### src/rtl/seq_gen_1011_if.sv
// Handshake and serial-output bundle for the 1011 frame transmitter.
// The master side supplies payload words; the slave side is the transmitter.
interface seq_gen_1011_if #(
    parameter int DATA_W = 8
);
    logic [DATA_W-1:0] in_data;
    logic              in_valid;
    logic              in_ready;
    logic              tx_bit;
    logic              tx_en;
    logic              busy;
    logic              frame_done;

    modport master (
        output in_data,
        output in_valid,
        input  in_ready,
        input  tx_bit,
        input  tx_en,
        input  busy,
        input  frame_done
    );

    modport slave (
        input  in_data,
        input  in_valid,
        output in_ready,
        output tx_bit,
        output tx_en,
        output busy,
        output frame_done
    );
endinterface

### src/rtl/seq_gen_1011.sv
// Serial frame transmitter: each accepted word goes out as the sync header
// 1011 followed by the payload MSB first. A zero is stuffed in front of any
// payload 1 that would otherwise complete 1011, so a downstream 1011 detector
// fires exactly once per frame, on the last header bit.
// All outputs are registered: the state register names what is on tx_bit
// in the current cycle, and the next-state logic computes next cycle's bit.
module seq_gen_1011 #(
    parameter int DATA_W = 8
) (
    input logic           clk,
    input logic           reset,
    seq_gen_1011_if.slave bus
);
    localparam int         CNT_W   = $clog2(DATA_W + 1);
    localparam logic [3:0] HDR_PAT = 4'b1011;

    typedef enum logic [1:0] {
        ST_IDLE  = 2'd0,
        ST_HDR   = 2'd1,
        ST_DATA  = 2'd2,
        ST_STUFF = 2'd3
    } state_t;

    // Registered state and outputs
    state_t            state_r;
    logic [1:0]        hdr_cnt_r;
    logic [CNT_W-1:0]  cnt_r;
    logic [DATA_W-1:0] shreg_r;
    logic [2:0]        hist_r;
    logic              tx_bit_r;
    logic              tx_en_r;
    logic              in_ready_r;
    logic              busy_r;
    logic              frame_done_r;

    // Next-state values
    state_t            state_s;
    logic [1:0]        hdr_cnt_s;
    logic [CNT_W-1:0]  cnt_s;
    logic [DATA_W-1:0] shreg_s;
    logic [2:0]        hist_s;
    logic              tx_bit_s;
    logic              tx_en_s;
    logic              in_ready_s;
    logic              busy_s;
    logic              frame_done_s;

    // Candidate values for "emit the next payload slot" (payload bit or stuff)
    logic              pending_s;
    logic              stuff_req_s;
    logic              last_s;
    state_t            emit_state_s;
    logic              emit_bit_s;
    logic [DATA_W-1:0] emit_shreg_s;
    logic [CNT_W-1:0]  emit_cnt_s;
    logic              emit_done_s;

    // Decide whether the next payload slot is a stuffed zero or the real bit.
    // A stuffed zero never consumes a payload bit nor touches the bit counter.
    always_comb begin
        pending_s    = shreg_r[DATA_W-1];
        stuff_req_s  = (hist_r == 3'b101) && pending_s;
        last_s       = (cnt_r == CNT_W'(1));
        emit_state_s = stuff_req_s ? ST_STUFF : ST_DATA;
        emit_bit_s   = stuff_req_s ? 1'b0 : pending_s;
        emit_shreg_s = stuff_req_s ? shreg_r : (shreg_r << 1);
        emit_cnt_s   = stuff_req_s ? cnt_r : (cnt_r - CNT_W'(1));
        emit_done_s  = stuff_req_s ? 1'b0 : last_s;
    end

    // Next-state and next-output logic of the frame FSM.
    always_comb begin
        state_s      = state_r;
        hdr_cnt_s    = hdr_cnt_r;
        cnt_s        = cnt_r;
        shreg_s      = shreg_r;
        tx_bit_s     = 1'b0;
        tx_en_s      = 1'b0;
        in_ready_s   = 1'b0;
        frame_done_s = 1'b0;

        case (state_r)
            ST_IDLE: begin
                if (bus.in_valid && in_ready_r) begin
                    state_s   = ST_HDR;
                    hdr_cnt_s = 2'd0;
                    cnt_s     = CNT_W'(DATA_W);
                    shreg_s   = bus.in_data;
                    tx_bit_s  = HDR_PAT[3];
                    tx_en_s   = 1'b1;
                end else begin
                    in_ready_s = 1'b1;
                end
            end
            ST_HDR: begin
                if (hdr_cnt_r != 2'd3) begin
                    hdr_cnt_s = hdr_cnt_r + 2'd1;
                    tx_bit_s  = HDR_PAT[2'd2 - hdr_cnt_r];
                    tx_en_s   = 1'b1;
                end else begin
                    state_s      = emit_state_s;
                    shreg_s      = emit_shreg_s;
                    cnt_s        = emit_cnt_s;
                    tx_bit_s     = emit_bit_s;
                    tx_en_s      = 1'b1;
                    frame_done_s = emit_done_s;
                end
            end
            ST_DATA: begin
                if (cnt_r == {CNT_W{1'b0}}) begin
                    // Last payload bit already driven: one mandatory idle gap.
                    state_s    = ST_IDLE;
                    in_ready_s = 1'b1;
                end else begin
                    state_s      = emit_state_s;
                    shreg_s      = emit_shreg_s;
                    cnt_s        = emit_cnt_s;
                    tx_bit_s     = emit_bit_s;
                    tx_en_s      = 1'b1;
                    frame_done_s = emit_done_s;
                end
            end
            ST_STUFF: begin
                state_s      = emit_state_s;
                shreg_s      = emit_shreg_s;
                cnt_s        = emit_cnt_s;
                tx_bit_s     = emit_bit_s;
                tx_en_s      = 1'b1;
                frame_done_s = emit_done_s;
            end
            default: begin
                state_s = ST_IDLE;
            end
        endcase

        hist_s = tx_en_s ? {hist_r[1:0], tx_bit_s} : 3'b000;
        busy_s = ~in_ready_s;
    end

    // State and output registers with synchronous active-high reset.
    always_ff @(posedge clk) begin
        if (reset) begin
            state_r      <= ST_IDLE;
            hdr_cnt_r    <= 2'd0;
            cnt_r        <= {CNT_W{1'b0}};
            shreg_r      <= {DATA_W{1'b0}};
            hist_r       <= 3'b000;
            tx_bit_r     <= 1'b0;
            tx_en_r      <= 1'b0;
            in_ready_r   <= 1'b0;
            busy_r       <= 1'b0;
            frame_done_r <= 1'b0;
        end else begin
            state_r      <= state_s;
            hdr_cnt_r    <= hdr_cnt_s;
            cnt_r        <= cnt_s;
            shreg_r      <= shreg_s;
            hist_r       <= hist_s;
            tx_bit_r     <= tx_bit_s;
            tx_en_r      <= tx_en_s;
            in_ready_r   <= in_ready_s;
            busy_r       <= busy_s;
            frame_done_r <= frame_done_s;
        end
    end

    assign bus.in_ready   = in_ready_r;
    assign bus.tx_bit     = tx_bit_r;
    assign bus.tx_en      = tx_en_r;
    assign bus.busy       = busy_r;
    assign bus.frame_done = frame_done_r;
endmodule

### src/flat_wrapper.sv
// flat-port wrapper written by rule: the top's interface ports become plain ports
module seq_gen_1011_flat 
#(
    parameter int DATA_W = 8
)
  (clk, reset, bus_in_data, bus_in_valid, bus_in_ready, bus_tx_bit, bus_tx_en, bus_busy, bus_frame_done);
  seq_gen_1011_if #(.DATA_W(DATA_W)) bus_i ();
  input logic clk;
  input logic reset;
  input wire logic [$bits(bus_i.in_data)-1:0] bus_in_data;
  input wire logic [$bits(bus_i.in_valid)-1:0] bus_in_valid;
  output wire logic [$bits(bus_i.in_ready)-1:0] bus_in_ready;
  output wire logic [$bits(bus_i.tx_bit)-1:0] bus_tx_bit;
  output wire logic [$bits(bus_i.tx_en)-1:0] bus_tx_en;
  output wire logic [$bits(bus_i.busy)-1:0] bus_busy;
  output wire logic [$bits(bus_i.frame_done)-1:0] bus_frame_done;
  assign bus_i.in_data = bus_in_data;
  assign bus_i.in_valid = bus_in_valid;
  assign bus_in_ready = bus_i.in_ready;
  assign bus_tx_bit = bus_i.tx_bit;
  assign bus_tx_en = bus_i.tx_en;
  assign bus_busy = bus_i.busy;
  assign bus_frame_done = bus_i.frame_done;
  seq_gen_1011 #(.DATA_W(DATA_W)) u_core (.clk(clk), .reset(reset), .bus(bus_i));
endmodule
### config.mk
export PLATFORM = sky130hd
export DESIGN_NAME = seq_gen_1011_flat
export DESIGN_NICKNAME = d
export VERILOG_FILES = /design/src/rtl/seq_gen_1011_if.sv /design/src/rtl/seq_gen_1011.sv /design/src/flat_wrapper.sv
export SDC_FILE = /design/constraint.sdc
export NUM_CORES = 1
export LEC_CHECK = 0
export BUFFER_PORTS_ARGS = -buffer_cell sky130_fd_sc_hd__buf_2
export CAP_MARGIN = 25
export CORE_MARGIN = 4
export CORE_UTILIZATION = 49
export DETAILED_ROUTE_END_ITERATION = 16
export PLACE_DENSITY_LB_ADDON = 0.08
export SLEW_MARGIN = 20
export SYNTH_ARGS = -nofsm -noshare
export SYNTH_HDL_FRONTEND = slang
export SYNTH_SLANG_ARGS = --single-unit
### constraint.sdc
create_clock -name clk -period 1.75 [get_ports clk]
set_clock_uncertainty 0.05 [all_clocks]
set_input_delay 0.35 -clock clk [delete_from_list [all_inputs] [get_ports clk]]
set_output_delay 0.35 -clock clk [all_outputs]
set_load 0.01 [all_outputs]
# --- Word-level counts from Yosys, hierarchy flattened ---
# Cells that the tools add are included.
# Widths: inputs -> output; s select.
word_totals:
  inputBits: 11
  regBits: 24
  wordCells: 70
  out_inout_bits: 5
op_classes:
  add_sub_neg: 3
  bitwise_logic: 2
  n_reduce_logical: 10
  mux: 34
  n_eq_ne: 10
  order_cmp: 1
ops:
  columns: ["op", "count"]
  rows:
  - ["$mux 8", 4]
  - ["$pmux 8 s4", 1]
  - ["$mux 4", 4]
  - ["$pmux 4 s4", 1]
  - ["$mux 1", 12]
  - ["$mux 2", 5]
  - ["$pmux 2 s4", 1]
  - ["$ne 2x2->1 const B", 3]
  - ["$pmux 1 s3", 2]
  - ["$reduce_and 3->1", 2]
  - ["$eq 2x2->1 const B", 2]
  - ["$eq 4x1->1 const B", 1]
  - ["$logic_not 4->1", 1]
  - ["$ne 2x1->1 const B", 2]
  - ["$pmux 1 s4", 1]
  - ["$pmux 2 s2", 1]
  - ["$reduce_or 2->1", 2]
  - ["$sub 4x1->4 const B", 1]
  - ["$eq 3x3->1 const B", 1]
  - ["$lt 2x3->1 const B", 1]
  - ["$add 2x1->2 const B", 1]
  - ["$bmux 1 s2", 1]
  - ["$eq 2x1->1 const B", 1]
  - ["$logic_and 1x1->1", 2]
  - ["other kinds (6)", 7]

# --- Depth between registers and ports, before layout ---
logic_depth:
  depth_word: 5
  depth_mapped: 7
  depth_no_buf: 6

# --- Worst setup path before layout ---
# Ideal clock, no wire load.
synth_path:
  kind: "register -> register"
  from: "register u_core.cnt_r[0]"
  to: "register u_core.cnt_r[1]"
  synth_period_minus_slack_ps: 1940
  path_stages_with_launch: 8
  required_ps: 1630
  path_buffers: 1
  setup_ps: 70
  t_arrival_ps: 1819
  slack_ps: -190
  path_cell_list: "dfxtp_1 > inv_1 > ha_1 > nor4b_1 > or3_1 > buf_2 > or4_1 > a21oi_1"
synth_between:
  elab_chain_len: 4
  word_cells_on_any_way: 8
  classes_between: "1 x add/sub; 1 x eq/ne; 4 x mux; 2 x reduce/logical"
synth_lines:
  columns: ["item", "line_no", "text"]
  rows:
  - ["start: declaration", "seq_gen_1011.sv:27", "logic [CNT_W-1:0] cnt_r;"]
  - ["start signal: assignment", "seq_gen_1011.sv:145", "cnt_r <= {CNT_W{1'b0}};"]
  - ["start signal: assignment", "seq_gen_1011.sv:156", "cnt_r <= cnt_s;"]
  - ["$sub 4x1->4", "seq_gen_1011.sv:67", "emit_cnt_s = stuff_req_s ? cnt_r : (cnt_r - CNT_W'(1));"]
  - ["$mux 4", "seq_gen_1011.sv:67", null]
  - ["$mux 4 (on tied branches)", "seq_gen_1011.sv:110, seq_gen_1011.sv:96", null]
  - ["$pmux 4 s4", "seq_gen_1011.sv:82", "case (state_r)"]
# Several ways; a longest one is shown, not always the timed one. The select of a mux whose other input is x is not followed.
# A chain may end at the register's enable or synchronous reset.

# --- Final worst setup path ---
layout_path:
  from: "register u_core.cnt_r[1]"
  to: "register u_core.cnt_r[1]"
# The elaborated chain is that of the path after synthesis.

==> reports/results.ini <==
[sta]
post-route-period-util_pct = 103
setup_violations = 2
finalMaxSlewViolations = 0
hold_slack_ns = 0.227
rsz0062_at_grt = yes
tightest_slew_ns = 0.457
slew_headroom_pct = 69.5
fin_crit_ns = 1.80
fmax_ghz = 0.556
hold_viol = 0
setup_slack_ns = -0.0492

[place]
place_worst_setup_slack_ns = -0.0945
hpwlAfterDp_um = 1900
io_buffers = 15
placedCellCount = 183
placed_cell_area_sq_mm = 0.00136
gp_congestion = 0.829

[setup_path]
worstPathMaxFanout = 4
slowest_delay_ns = 0.47
worstSetupEndpointType = flop
path_cells = inv_2 > ha_4 > nor4b_4 > or3_4 > or4_1 > a21oi_1
crit_path_start_kind = flop
criticalPathCategory = reg -> reg
worstPathRequired_ns = 1.95
reg2reg_depth = 6
crit_slowest_cell = or4_1
cp.arrival_ns = 2.00

[finish]
regArea_sq_um = 483
nets = 177
drive_gt1_share_pct = 34.6
fin_area_sq_mm = 0.00146
multi_input_area_sq_um = 658
fillers = 168
insertedDiodeCount = 0
stdcell_count = 187
synthToLayoutAreaGrowth_pct = 29.7

[clock_network]
root_buffer = clkbuf_4
clkSinkCount = 24
clk_latency_ns = 0.31
hold_buffers = 0
cts_tree = yes
clk_pin_slew_ns = 0.13
clock_path_buffers = 2
cts-buffers-inserted = 3
h-tree-depth = 1

[power]
total_power_mw = 1.02
peakVddDrop_mv = 0.432
power.density_mw_per_mm2 = 700
leakagePower_nw = 0.631

[die]
io_pins = 16
die_area_sq_mm = 0.00312
rows = 17
start_util_pct = 51.3
coreArea_sq_mm = 0.00219
die_w_um = 55.9
die_h_um = 55.9

[routing]
first_iter_violations = 26
route.detailed.drc = 0
viasPerCell = 5.62
routed_wl_um = 2620
ant_nets = 0
vias = 1051
first_pass_iters = 4
route.detailed.wl_per_inst_um = 14.0

[synthesis]
synth.distinct_cells = 35
yosysSeqAreaShare_pct = 42.8
synth.avg_cell_area_sq_um = 8.71
syn_area_sq_mm = 0.00112
synthCells = 129
ys_warn_count = 0
synth-main-ff-cell = dfxtp_1
synth_fp_nets = 145
synth_seq_cells = 24
synth_edf_count = 0
async_flop_share_pct = 0

[grt]
grt_start_max_net_pins = 21
grt-ovfl-total = 0
antenna_found_initial = 0
track_usage_pct = 18.0
grt_pass1_vias = 1037
grt_pass1_wl_um = 4540

[hold_path]
hp-class = in -> reg
hold_path_depth = 3

[run_status]
status = finished, violations left
failed_checks = setup timing

[flow_run]
maxCapViolCount = 0

-- what timing repair did --
item | 4_1_cts | 5_1_grt
pin swaps | 2 | 3
setup endpoints to repair | 2 | 13
gates cloned | 0 | 0
hold endpoints to repair | 0 | 0
resized for setup | 3 | 12
buffers inserted | 1 | 0
-- metal layers --
metal,GRT usage [%],routed length (um),vias up
li1,-,-,533
met1,23.6,1310,490
met2,28.9,1160,22
met3,3.02,97,6
met4,8.14,47,0
met5,0,0,-
-- flip-flops by register name, indices dropped and copies added, names as in the netlist --
| register | flops |
|---|---|
| u_core.bus.tx_bit | 1 |
| u_core.bus.tx_en | 1 |
| u_core.state_r | 2 |
| u_core.bus.in_ready | 1 |
| u_core.bus.frame_done | 1 |
| u_core.bus.busy | 1 |
| u_core.hdr_cnt_r | 2 |
| u_core.cnt_r | 4 |
| u_core.hist_r | 3 |
| u_core.shreg_r | 8 |
-- synthesized netlist by cell type (all sizes together) (2+ instances only) --
master	count	area (sq um)
a21o	2	15.0
a21oi	8	40.0
a311oi	6	52.6
and2	2	12.5
buf	3	15.0
clkbuf	5	18.8
dfxtp	24	480
ha	5	62.6
inv	7	26.3
nand2	10	37.5
nand3	2	10.0
nand3b	3	22.5
nor2	9	33.8
nor3	9	45.0
nor4b	2	17.5
o211a	2	20.0
o211ai	2	15.0
o21ai	9	48.8
o31ai	2	15.0
or3	3	18.8
-- layout make-up --
cell class	instances	area share [%]
Multi-Input combinational cell	90	45.2
Sequential cell	24	33.1
Timing Repair Buffer	35	16.0
Tap cell	28	2.40
Inverter	7	1.80
Clock buffer	3	1.55
-- cell usage in the layout, fill, tap and decap left out, types with 2 or more instances in the layout --
cell type,netlist,layout
a21o_1,2,2
a21oi_1,8,8
a311oi_1,6,6
and2_1,2,2
buf_2,3,15
buf_4,0,18
buf_6,0,2
clkbuf_4,0,3
dfxtp_1,24,22
dfxtp_2,0,2
ha_1,5,4
inv_1,7,5
inv_2,0,2
nand2_1,10,10
nand3_1,2,2
nand3b_1,3,3
nor2_1,9,9
nor3_1,9,4
nor3_2,0,5
o211a_1,2,2
o211ai_1,2,2
o21ai_0,8,7
or3_1,3,2
-- worst max-delay path, delay by kind of cell, from the launching register on --
family / cells / cell delay [ns]
buffers and inverters: 1 / 0.05
DFF: 1 / 0.36
AOI/OAI and AO/OA: 1 / 0.15
and+or+nand+nor: 3 / 0.97
adders and majority gates: 1 / 0.15
-- worst paths after layout --
check / from / end / slack (ns)
hold / removal: bus_in_data[0] / u_core.shreg_r[0]$_SDFFE_PP0P_ / 0.23
hold reg to reg: u_core.hist_r[0]$_SDFF_PP0_ / u_core.hist_r[1]$_SDFF_PP0_ / 0.44
setup / recovery: u_core.cnt_r[1]$_SDFFE_PP0P_ / u_core.cnt_r[1]$_SDFFE_PP0P_ / -0.05
setup reg to reg: u_core.cnt_r[1]$_SDFFE_PP0P_ / u_core.cnt_r[1]$_SDFFE_PP0P_ / -0.05
-- kinds of logic (layout without fill, tap and decap cells) --
family | after synthesis | in the layout | synth area share [%]
simple gates | 49 | 49 | 24.4
compound gates | 35 | 35 | 21.0
flops | 24 | 24 | 42.8
buf+inv | 15 | 45 | 5.35
fa+ha+maj | 5 | 5 | 5.57
mux | 1 | 1 | 0.891
-- through the flow --
step                      utilization, %  setup TNS [ns]
after floorplan                        -          -0.117
after detailed placement            62.1          -0.102
after CTS                           64.2          -0.136
final                               66.5         -0.0555
after global placement              62.1         -0.0475
after global routing                66.5          -0.752
-- power breakdown --
group / leakage (nW) / internal, mW / switching (mW)
Clock: 0.0138 / 0.0805 / 0.163
Sequential: 0.197 / 0.577 / 0.0200
Combinational: 0.420 / 0.0898 / 0.0895
Total: 0.631 / 0.747 / 0.273
Note: power is estimated with default switching activity, not from simulation.
